===== src/rtl/data_cache.sv =====
// Direct-mapped write-through, no-write-allocate data cache; optional hit/miss counters under DCACHE_STATS_EN.
// Load hits return data combinationally; a load miss or any store holds stall high until mem_ack completes it.
module data_cache #(
    parameter int XLEN  = 32,
    parameter int LINES = 8
) (
    input  logic            clk,
    input  logic            rst_b,
    input  logic [XLEN-1:0] cpu_addr,
    input  logic [XLEN-1:0] cpu_wdata,
    input  logic            cpu_rd,
    input  logic            cpu_wr,
    output logic [XLEN-1:0] cpu_rdata,
    output logic            stall,
    output logic            fill_we,
    output logic            mem_req,
    output logic            mem_we,
    output logic [XLEN-1:0] mem_addr,
    output logic [XLEN-1:0] mem_wdata,
    input  logic [XLEN-1:0] mem_rdata,
    input  logic            mem_ack,
    output logic [15:0]     hit_count,
    output logic [15:0]     miss_count
);
    localparam int IDX  = $clog2(LINES);
    localparam int TAGW = XLEN - IDX - 2;

    typedef enum logic [1:0] {IDLE, READ_MISS, WRITE_THRU} state_t;

    state_t            state_q, state_d;
    logic [XLEN-1:0]   addr_q, addr_d;
    logic [XLEN-1:0]   wdata_q, wdata_d;
    logic [LINES-1:0]  valid_q, valid_d;
    logic [TAGW-1:0]   tag_q  [LINES];
    logic [XLEN-1:0]   data_q [LINES];

    logic [IDX-1:0]    req_idx, fill_idx, line_idx;
    logic [TAGW-1:0]   req_tag, fill_tag, line_tag;
    logic [XLEN-1:0]   line_data, rdata_c;
    logic              hit, line_we, stall_c, fill_c, req_c, we_c;
    logic              hit_evt, miss_evt;
    logic [1:0]        unused_byte_offset;

    assign req_idx  = cpu_addr[IDX+1:2];
    assign req_tag  = cpu_addr[XLEN-1:IDX+2];
    assign fill_idx = addr_q[IDX+1:2];
    assign fill_tag = addr_q[XLEN-1:IDX+2];
    assign hit      = valid_q[req_idx] && (tag_q[req_idx] == req_tag);
    assign unused_byte_offset = cpu_addr[1:0];

    always_comb begin
        state_d   = state_q;
        addr_d    = addr_q;
        wdata_d   = wdata_q;
        valid_d   = valid_q;
        line_we   = 1'b0;
        line_idx  = req_idx;
        line_tag  = req_tag;
        line_data = cpu_wdata;
        stall_c   = 1'b0;
        fill_c    = 1'b0;
        rdata_c   = '0;
        req_c     = 1'b0;
        we_c      = 1'b0;
        hit_evt   = 1'b0;
        miss_evt  = 1'b0;
        case (state_q)
            IDLE: begin
                // A simultaneous load and store is serviced as the store alone.
                if (cpu_wr) begin
                    stall_c = 1'b1;
                    addr_d  = {cpu_addr[XLEN-1:2], 2'b00};
                    wdata_d = cpu_wdata;
                    line_we = hit;
                    state_d = WRITE_THRU;
                end else if (cpu_rd) begin
                    if (hit) begin
                        rdata_c = data_q[req_idx];
                        hit_evt = 1'b1;
                    end else begin
                        stall_c  = 1'b1;
                        addr_d   = {cpu_addr[XLEN-1:2], 2'b00};
                        miss_evt = 1'b1;
                        state_d  = READ_MISS;
                    end
                end
            end
            READ_MISS: begin
                req_c   = 1'b1;
                stall_c = !mem_ack;
                if (mem_ack) begin
                    fill_c            = 1'b1;
                    rdata_c           = mem_rdata;
                    line_we           = 1'b1;
                    line_idx          = fill_idx;
                    line_tag          = fill_tag;
                    line_data         = mem_rdata;
                    valid_d[fill_idx] = 1'b1;
                    state_d           = IDLE;
                end
            end
            WRITE_THRU: begin
                req_c   = 1'b1;
                we_c    = 1'b1;
                stall_c = !mem_ack;
                if (mem_ack) state_d = IDLE;
            end
            default: state_d = IDLE;
        endcase
    end

    always_ff @(posedge clk or posedge rst_b) begin
        if (rst_b) begin
            state_q <= IDLE;
            addr_q  <= '0;
            wdata_q <= '0;
            valid_q <= '0;
        end else begin
            state_q <= state_d;
            addr_q  <= addr_d;
            wdata_q <= wdata_d;
            valid_q <= valid_d;
        end
    end

    // Tag/data storage is qualified by valid_q, so it carries no reset.
    always_ff @(posedge clk) begin
        if (line_we) begin
            tag_q[line_idx]  <= line_tag;
            data_q[line_idx] <= line_data;
        end
    end

    // Reset forces IDLE, so only the IDLE stall path needs masking while rst_b is high.
    assign stall     = stall_c && !rst_b;
    assign fill_we   = fill_c;
    assign cpu_rdata = rdata_c;
    assign mem_req   = req_c;
    assign mem_we    = we_c;
    assign mem_addr  = req_c ? addr_q : '0;
    assign mem_wdata = we_c ? wdata_q : '0;

`ifdef DCACHE_STATS_EN
    logic [15:0] hit_cnt_q, hit_cnt_d;
    logic [15:0] miss_cnt_q, miss_cnt_d;

    always_comb begin
        hit_cnt_d  = hit_cnt_q;
        miss_cnt_d = miss_cnt_q;
        if (hit_evt && hit_cnt_q != 16'hFFFF)   hit_cnt_d  = hit_cnt_q + 16'd1;
        if (miss_evt && miss_cnt_q != 16'hFFFF) miss_cnt_d = miss_cnt_q + 16'd1;
    end

    always_ff @(posedge clk or posedge rst_b) begin
        if (rst_b) begin
            hit_cnt_q  <= '0;
            miss_cnt_q <= '0;
        end else begin
            hit_cnt_q  <= hit_cnt_d;
            miss_cnt_q <= miss_cnt_d;
        end
    end

    assign hit_count  = hit_cnt_q;
    assign miss_count = miss_cnt_q;
`else
    logic unused_stats;
    assign unused_stats = hit_evt ^ miss_evt;
    assign hit_count    = '0;
    assign miss_count   = '0;
`endif
endmodule


===== config.mk =====
export PLATFORM = sky130hd
export DESIGN_NAME = data_cache
export DESIGN_NICKNAME = d
export VERILOG_FILES = /design/src/rtl/data_cache.sv
export SDC_FILE = /design/constraint.sdc
export NUM_CORES = 1
export LEC_CHECK = 0
export BUFFER_PORTS_ARGS = -buffer_cell sky130_fd_sc_hd__buf_2
export CAP_MARGIN = 40
export CORE_ASPECT_RATIO = 0.7
export CORE_UTILIZATION = 45
export DETAILED_ROUTE_END_ITERATION = 7
export GPL_ROUTABILITY_DRIVEN = 0
export PLACE_DENSITY_LB_ADDON = 0.15
export SLEW_MARGIN = 20
export SYNTH_ARGS = -nofsm -noshare
export SYNTH_HDL_FRONTEND = slang
export SYNTH_SLANG_ARGS = --single-unit

===== constraint.sdc =====
create_clock -name clk -period 6.9 [get_ports clk]
set_clock_uncertainty 0.2 [all_clocks]
set_input_delay 1.38 -clock clk [delete_from_list [all_inputs] [get_ports clk]]
set_output_delay 1.38 -clock clk [all_outputs]
set_load 0.01 [all_outputs]

==> results.md, run 1 <==
- Arr. time, crit path: 4.78 ns
- Largest net degree at the start of global routing: 45
- Slew Limit Fails: 0
- Clk Latency, worst-skew pair: 0.58 ns
- Clk sinks: 544
- Vias: 12440
- Synth-to-layout area growth: 15.89%
- Core area: 49770 um2
- Post-Route WL: 52.78 mm
- Fmax achieved: 157.2 MHz
- GR Overflow Total: 0
- Detailed placement HPWL: 32.65 mm
- Syn Inst Count: 1349
- Initial antenna violation count: 1
- CTS buffer count: 52
- Effective utilization at floorplan: 46.06%
- I/O pins: 233
- Synthesized area: 22930 um2
- LEAKAGE: 9.934 nW
- Die Wd: 271.8 um
- CP endpoint kind: output pin
- DP Worst Slack: 0.5542 ns
- Simple-Gate Fraction of Synth Area: 6.631%
- HP Class: reg -> reg
- FP Rows: 68
- Syn avg cell area: 16.99 um2
- DIE HEIGHT: 190.8 um
- Worst path required time: 5.32 ns
- Mux contribution to synthesized area: 17.19%
- Post-route setup slack: 0.5374 ns
- CTS Hold Bufs: 0
- Placed cell count: 2185
- Warnings from Yosys: 0
- Number of synthesized flops with an enable pin: 472
- Final #Nets: 1681
- Peak supply drop: 0.1909 mV
- Status: complete, no violations
- Finished Layout Cells: 2286
- Clock Path Buffers: 3
- Largest family of logic cells by synthesized area: multiplexers
- Vias in the first global route: 12760
- Final setup vio count: 0
- CP Launch Type: primary input
- Post-Synth XOR/XNOR Area: 0.4966%
- Top cells by area, synth: edfxtp_1 (62%), mux4_2 (8.4%), dfrtp_1 (7.9%), mux2i_1 (3.8%), nand2_1 (3.0%)
- Die ar.: 51870 um2
- CP Class: in -> out
- Total Power: 0.008709 W
- Adder-cell share of the synthesized area: 0.2183%
- Share of flip-flops with an asynchronous set or reset: 13.24%
- DRC violations left: 0
- Setup Buffers After CTS: 0
- Biggest area consumer among synthesized cells: edfxtp_1
- Slew headroom: 37.98%
- Starting DRC count in detailed routing: 887
- Yosys cell types: 56
- Synthesized flop and latch total: 544
- Worst slew pin tran: 0.9304 ns
- Final period utilization: 92.21%
- Final Hold Fails: 0
- First-pass GRT wire length: 79.06 mm
- Setup_tns: 0 ns
- Port Buffer Count: 196
- Top_reg_cell synth: edfxtp_1
- Layout cells sized above 1: 31.05%
- CTS tree: yes
- P per Cell Area: 327.8 nW/um2
- Clk slew on worst S/H paths: 0.06 ns
- Via density: 5.441
- Synth top area share: 61.82%
- Post-CTS resize count: 0
- Max Cap Viol: 0
- Wire length per cell: 23.09 um
- Post-synthesis sequential area ratio: 69.68%
- Post-layout util: 53.38%
- Clock Tree Root: clkbuf_16
- CTS H-tree lvls: 2
- Total GRT Usage: 20.54%
- Drt pass-1 iters: 5
- Routed Antenna Nets: 0
- Unrepaired setup endpoints after global routing: false
- Tmin final: 6.363 ns
- Compound-gate portion of the synthesized area: 2.827%
- Max FO, Critical Path: 38
==> synth_stat cells, types with 7 or more instances <==
| cell type | count |
|---|---|
| nand3b_1 | 7 |
| nor2_1 | 22 |
| mux4_2 | 86 |
| buf_4 | 38 |
| mux2i_1 | 88 |
| nand2b_1 | 8 |
| nand2_1 | 182 |
| o21ai_1 | 30 |
| mux2_4 | 29 |
| mux2_2 | 47 |
| buf_6 | 7 |
| nand4_1 | 11 |
| edfxtp_1 | 472 |
| xor2_1 | 12 |
| buf_1 | 11 |
| clkbuf_1 | 33 |
| and2_1 | 65 |
| o21ai_0 | 12 |
| dfrtp_1 | 72 |
| inv_1 | 8 |
| buf_2 | 11 |
| o22ai_1 | 12 |
| a22oi_1 | 14 |
==> layer usage <==
layer  vias to the layer above  share of wire [%]  global-route usage (%)
met2                       293                 48                   32.98
met4                         2                1.4                   4.105
li1                       5585                  -                       -
met3                        55                5.0                   3.702
met5                         -              0.025                       0
met1                      6504                 46                   29.54
==> area by class of cell <==
cell class	instances	area [um2]
Timing Repair Buffer	243	1545
Antenna cell	1	2.502
Tap cell	665	832.0
Fill cell	4036	23200
Inverter	8	31.28
Sequential cell	544	15980
Multi-Input combinational cell	727	6465
Clock buffer	78	1511
Clock inverter	20	205.2
==> cells by family (layout without fill, tap and decap cells) <==
| family | after synthesis | count (layout) |
|---|---|---|
| other cells | 1 | 35 |
| fa+ha+maj | 4 | 4 |
| mux | 256 | 256 |
| compound gates | 99 | 99 |
| flops | 544 | 544 |
| buf+inv | 111 | 349 |
| xor+xnor | 13 | 13 |
| simple gates | 321 | 321 |
==> critical path, stage by stage <==
cell	delay, ns
buf_6	0.37
buf_4	0.33
mux4_2	0.51
mux2i_1	0.17
xor2_1	0.45
nand4b_1	0.18
nor4_2	0.42
nand4b_1	0.15
buf_4	0.31
o21ai_1	0.25
buf_2	0.17
==> final timing paths <==
path / startpoint / end / slack (ns) / cells past startpoint
max: cpu_addr[2] / cpu_rdata[13] / 0.54 / 11
min: valid_q[2] / valid_q[2] / 0.27 / 1
max reg2reg: tag_q[1][6] / tag_q[3][1] / 2.68 / 9
min reg2reg: valid_q[2] / valid_q[2] / 0.27 / 1
max in group asynchronous: rst_b / addr_q[5] / 4.61 / 3
min in group asynchronous: rst_b / wdata_q[27] / 0.75 / 2
==> cell usage in the layout (no fill, tap or decap), types with 4 or more instances in the layout <==
cell type	netlist	final
a22oi_1	14	14
or3_1	6	6
clkinv_1	0	8
o22ai_1	12	12
buf_12	3	14
clkbuf_8	0	7
inv_1	8	6
nor2_1	22	14
conb_1	1	34
mux4_1	6	6
mux2_4	29	29
xor2_1	12	12
clkbuf_16	0	54
a21bo_2	6	6
mux4_2	86	86
nand4_1	11	11
nand3b_1	7	7
o21ai_1	30	30
clkbuf_1	33	17
mux2_2	47	47
o21bai_1	5	5
ha_1	4	4
bufinv_16	0	4
clkinv_2	0	7
edfxtp_1	472	472
dfrtp_1	72	72
buf_2	11	194
o21ai_0	12	12
a21oi_1	6	6
nand2_1	182	180
and2_1	65	65
nor2_4	0	8
nand2b_1	8	8
mux2i_1	88	88
buf_4	38	32
==> sequential cells by signal (all words and copies together), names as in the netlist <==
| signal | flops |
|---|---|
| valid_q | 8 |
| tag_q | 216 |
| state_q | 2 |
| addr_q | 30 |
| data_q | 256 |
| wdata_q | 32 |
==> stage by stage <==
stage	hold WS (ns)	cell area, um2
finish	0.2729	26570
global route	0.2932	26570
CTS	0.2744	26540
detailed placement	0.2610	24820
global placement	0.2448	24740
floorplan	0.2205	23050
==> report_power, final <==
group,switching [W],internal (W)
clock network,0.00118,0.00166
logic,0.000952,0.000741
registers,0.000163,0.00401
total,0.00230,0.00641
Power figures use the tool's default switching activity.
==> inputs of run 2 (changes only) <==
Settings changed: CORE_MARGIN from default to 2.
==> run 2 against run 1 <==
Effect of this change:
- global-route usage down 0.40 points
- power up 2.1%
- sequential power about the same
- sequential share of layout area down 0.23 points
- critical path type unchanged
- maximum frequency up 1.7%
- die area up 1.8%
- count of clock-buffer cells in the layout down 7
- critical endpoint is now cpu_rdata[31]
- combinational power about the same
- largest power group unchanged
==> results.md, run 2 (synthesized netlist as in run 1, its figures left out) <==
- Fmax achieved: 159.8 MHz
- Fill cells: 4140
- Starting DRC count in detailed routing: 995
- Post-Route WL: 53.31 mm
- Unrepaired setup endpoints after global routing: false
- Vias in the first global route: 12370
- Via density: 5.422
- Most flop-heavy register: data_q
- Register-to-register setup slack: 2.89 ns
- Final period utilization: 90.68%
- Vias: 12450
- Port Buffer Count: 196
- Total Power: 0.008893 W
- Initial antenna violation count: 3
- Worst path required time: 5.32 ns
- DIE HEIGHT: 192.8 um
- Die Wd: 273.8 um
- Commonest non-fill, non-tap cell in the layout: edfxtp_1
- Clock Tree Root: clkbuf_16
- Post-CTS resize count: 0
- CP endpoint kind: output pin
- GR Overflow Total: 0
- Arr. time, crit path: 4.68 ns
- Detailed placement HPWL: 32.47 mm
- Wire length per cell: 23.22 um
- RR Startpoint: tag_q[7][15]
- Max FO, Critical Path: 37
- Peak supply drop: 0.2138 mV
- Largest net degree at the start of global routing: 60
- Clk Latency, worst-skew pair: 0.58 ns
- Tmin final: 6.257 ns
- Max Cap Viol: 0
- LEAKAGE: 9.988 nW
- Setup Buffers After CTS: 0
- CP Class: in -> out
- Total GRT Usage: 20.14%
- Final Hold Fails: 0
- Biggest regs: data_q x256, tag_q x216, wdata_q x32
- Worst slew pin tran: 0.9706 ns
- Effective utilization at floorplan: 45.39%
- Hold wc startpoint: valid_q[0]
- Hold endpoint: valid_q[0]
- CTS Hold Bufs: 0
- Max reg flops: 256
- Layout cells sized above 1: 31.44%
- Final Cell Area: 26670 um2
- Routed Antenna Nets: 0
- CP Launch Type: primary input
- HP Class: reg -> reg
- Status: complete, no violations
- Die ar.: 52800 um2
- P per Cell Area: 333.4 nW/um2
- Placement Cell Area: 24780 um2
- Core area: 50500 um2
- CTS buffer count: 54
- Synth-to-layout area growth: 16.33%
- Clk slew on worst S/H paths: 0.06 ns
- FP Rows: 69
- First-pass GRT wire length: 78.56 mm
- I/O pins: 233
- Crit Reg-Reg Endpoint: data_q[2][26]
- Drt pass-1 iters: 5
- Most frequent cells in the layout: edfxtp_1 (472), buf_2 (194), nand2_1 (180)
- Slew headroom: 35.30%
- Slew Limit Fails: 0
- CTS tree: yes
- Final setup vio count: 0
- DRC violations left: 0
- Worst Hold Depth: 1
- Ant. Diodes: 0
- Clk sinks: 544
- CTS H-tree lvls: 2
- Final #Nets: 1682
- Clock Path Buffers: 3
- Setup_tns: 0 ns
- Path depth of the worst reg2reg path: 10
-- run 2: cell types whose count changed in the layout (fill, tap and decap cells not counted), sizes merged --
cell	before	now
buf	243	242
bufinv	4	8
clkbuf	78	71
clkinv	17	20
clkinvlp	0	2
diode	1	0
inv	7	8
-- run 2: where the power goes --
part / total [W] / internal [W] / switching (W)
clock network: 0.00303 / 0.00182 / 0.00121
logic: 0.00170 / 0.000738 / 0.000961
registers: 0.00416 / 0.00401 / 0.000156
total: 0.00889 / 0.00656 / 0.00233
-- run 2: worst max-delay path by stage --
stage | end | start | slack [ns]
2_1_floorplan | data_q[3][0] | cpu_addr[3] | 0.18
3_3_place_gp | cpu_rdata[19] | cpu_addr[2] | 0.67
3_5_place_dp | cpu_rdata[31] | cpu_addr[2] | 0.67
4_1_cts | cpu_rdata[31] | cpu_addr[2] | 0.66
5_1_grt | cpu_rdata[24] | cpu_addr[2] | 0.46
6_report | cpu_rdata[31] | cpu_addr[2] | 0.64
-- run 2: layer usage --
metal | track usage (%) | part of all wire [%] | vias to the layer above
li1 | - | - | 5576
met3 | 3.011 | 4.5 | 68
met4 | 4.414 | 1.6 | 4
met2 | 30.67 | 46 | 280
met1 | 30.75 | 48 | 6522
met5 | 0 | 0.051 | -
-- run 2: final cells by class --
class	count	area [um2]	area share (%)
Clock inverter	30	346.6	1.299
Tap cell	674	843.3	3.162
Timing Repair Buffer	242	1513	5.672
Inverter	8	31.28	0.1173
Clock buffer	71	1496	5.611
Sequential cell	544	15980	59.90
Multi-Input combinational cell	727	6465	24.24
-- run 2: critical path, stage by stage --
cell and delay (ns):
buf_6 0.38, mux4_2 0.56, mux2i_1 0.31, xor2_1 0.42, a21boi_0 0.23, nand4b_1 0.13, nor4_2 0.27, buf_4 0.18
nand4b_1 0.17, buf_12 0.23, o21ai_1 0.18, buf_2 0.15
-- run 2: stage by stage --
stage	instances	worst slack (ns)	util [%]	hold slack, ns
floorplan	1382	0.1790	-	0.2205
global placement	2188	0.6673	48.91	0.2338
detailed placement	2192	0.6722	49.07	0.2542
CTS	2293	0.6613	52.72	0.2683
global route	2296	0.4576	52.81	0.2771
finish	2296	0.6431	52.81	0.2681
==> inputs of run 3 (changes only) <==
Settings changed: ABC_AREA from default to 1.
==> run 3 against run 2 <==
Effect of this change:
- synthesized cell count increased by 73%
- routed wire length increased by 18%
- clock power shrank 4%
- critical endpoint is now cpu_rdata[1]
- count of clock-buffer cells in the layout rose by 4
- design area increased by 3.0%
- setup slack improved by 0.18 ns
- non-clock buffer count is 15 higher
- sequential cell count is the same
- cell count up 41%
- combinational power about the same
- highest routed layer unchanged
==> results.md, run 3 <==
- Clk sinks: 544
- Post-CTS resize count: 0
- Clock Tree Root: clkbuf_16
- DRC violations left: 0
- Clk Latency, worst-skew pair: 0.59 ns
- Hold slack: 0.2816 ns
- Synthesized area: 23960 um2
- Commonest non-fill, non-tap cell in the layout: nand2_1
- Yosys cell types: 26
- Logic pwr share: 19.7%
- CP endpoint kind: output pin
- Routed Antenna Nets: 0
- Status: complete, no violations
- CP Class: in -> out
- Number of synthesized flops with an enable pin: 472
- Via density: 5.264
- Clock Path Buffers: 3
- Initial antenna violation count: 1
- Worst path required time: 5.32 ns
- Biggest area consumer among synthesized cells: edfxtp_1
- Unrepaired setup endpoints after global routing: false
- Placed cell count: 3128
- Top_reg_cell synth: edfxtp_1
- Final Cell Area: 27480 um2
- Wire length per cell: 19.44 um
- P per Cell Area: 321.1 nW/um2
- Final Hold Fails: 0
- Synthesized flop and latch total: 544
- Max FO, Critical Path: 61
- Sw Pwr: 0.002610 W
- Synth top area share: 59.15%
- Drt pass-1 iters: 5
- Ant. Diodes: 0
- Syn Inst Count: 2335
- Power share of the clock group: 33.0%
- Syn avg cell area: 10.26 um2
- RR Startpoint: state_q[1]
- Total GRT Usage: 22.84%
- Port Buffer Count: 196
- Most flop-heavy register: data_q
- Die Wd: 279.8 um
- Fmax achieved: 164.6 MHz
- Final setup vio count: 0
- Vias: 17060
- Warnings from Yosys: 0
- Detailed placement HPWL: 35.39 mm
- Placement Cell Area: 25620 um2
- CP Launch Type: primary input
- P_int: 0.006214 W
- Largest net degree at the start of global routing: 149
- Clk slew on worst S/H paths: 0.06 ns
- Hold wc startpoint: valid_q[6]
- Seq pwr share: 47.4%
- Final #Nets: 2617
- CTS Hold Bufs: 0
- First-pass GRT wire length: 96.28 mm
- Vias in the first global route: 16400
- CTS H-tree lvls: 2
- Layout cells sized above 1: 14.36%
- Register-to-register setup slack: 3.25 ns
- HP Class: reg -> reg
- Peak supply drop: 0.1735 mV
- Sw Share: 29.58%
- Finished Layout Cells: 3240
- GR Overflow Total: 0
- Tmin final: 6.075 ns
- Max Cap Viol: 0
- Setup_tns: 0 ns
- Post-Route WL: 63.00 mm
- Max reg flops: 256
- Synth-to-layout area growth: 14.68%
- Post-synth top cells: nand2_1 (583), edfxtp_1 (472), inv_1 (254)
- Final period utilization: 88.05%
- Starting DRC count in detailed routing: 1443
- Top cells by area, synth: edfxtp_1 (59%), nand2_1 (9.1%), dfrtp_1 (7.5%), o21ai_0 (5.3%), inv_1 (4.0%)
- Slew Limit Fails: 0
- Most common cell in the synthesized netlist: nand2_1
- DIE HEIGHT: 197.1 um
- Core area: 52380 um2
- Biggest regs: data_q x256, tag_q x216, wdata_q x32
- CTS tree: yes
- Effective utilization at floorplan: 45.75%
- LEAKAGE: 11.63 nW
- Most frequent cells in the layout: nand2_1 (582), edfxtp_1 (472), inv_1 (252), o21ai_0 (252), nor2_1 (232)
- Setup Buffers After CTS: 0
- Fill cells: 4635
- Arr. time, crit path: 4.50 ns
- I/O pins: 233
- FP Rows: 70
- Share of flip-flops with an asynchronous set or reset: 13.24%
- CTS buffer count: 52
- Worst slew pin tran: 0.9056 ns
- Slew headroom: 38.99%
- Die ar.: 55140 um2
- Post-synthesis sequential area ratio: 66.67%
- Start point of the critical path: cpu_addr[2]
## run 3: power by group through the flow
stage | combinational, W | clock (W) | sequential, W
final | 0.00173 | 0.00291 | 0.00418
after global routing | 0.00195 | 0.00309 | 0.00422
after CTS | 0.00172 | 0.00296 | 0.00418
after detailed placement | 0.00172 | 0 | 0.00425
after global placement | 0.00168 | 0 | 0.00424
after floorplan | 0.00106 | 0 | 0.00421
## run 3: cell families after synthesis
logic type | count (synthesis) | synth area share [%]
and+or+nand+nor | 994 | 16.58
DFF | 544 | 66.67
buffers and inverters | 425 | 7.597
AOI/OAI and AO/OA | 367 | 8.934
adders and majority gates | 4 | 0.2089
other | 1 | 0.01565
## run 3: worst paths after layout
path | to | cells past startpoint
min | valid_q[6] | 1
min reg2reg | valid_q[6] | 1
max in group asynchronous | addr_q[2] | 3
min in group asynchronous | state_q[0] | 2
max | cpu_rdata[1] | 18
max reg2reg | tag_q[1][1] | 12
## run 3: per-layer routing
metal	GRT usage (%)	vias to the layer above	part of all wire [%]
met5	0	-	0.021
met4	5.427	2	1.8
met3	3.359	79	5.6
met2	36.29	502	46
met1	33.33	8351	47
li1	-	8122	-
## run 3: area by class of cell
| cell class | count | area (um2) | share of cell area (%) |
|---|---|---|---|
| Clock buffer | 75 | 1491 | 5.427 |
| Multi-Input combinational cell | 1399 | 6359 | 23.14 |
| Tap cell | 684 | 855.8 | 3.114 |
| Sequential cell | 544 | 15980 | 58.13 |
| Clock inverter | 23 | 252.7 | 0.9197 |
| Timing Repair Buffer | 257 | 1568 | 5.705 |
| Inverter | 258 | 978.4 | 3.561 |
## run 3: worst max-delay path: stages
cell     delay [ns]
buf_6          0.30
buf_4          0.60
nand2_1        0.11
nand2_1        0.09
nand2_1        0.05
nand3_1        0.14
nand2_1        0.09
nand2_1        0.06
nand2_1        0.04
inv_1          0.04
nand2_1        0.14
nor2_1         0.21
nand2_1        0.07
nor2_1         0.11
nand2_2        0.08
buf_12         0.18
o31ai_1        0.47
buf_2          0.23
## run 3: per-stage QoR
stage | total power (W) | utilization [%] | setup slack [ns]
5_1_grt | 0.009259 | 52.47 | 0.6036
4_1_cts | 0.008866 | 52.25 | 0.9077
3_3_place_gp | 0.005913 | 48.83 | 0.9490
6_report | 0.008824 | 52.47 | 0.8248
2_1_floorplan | 0.005268 | - | 0.9080
3_5_place_dp | 0.005964 | 48.92 | 0.9301
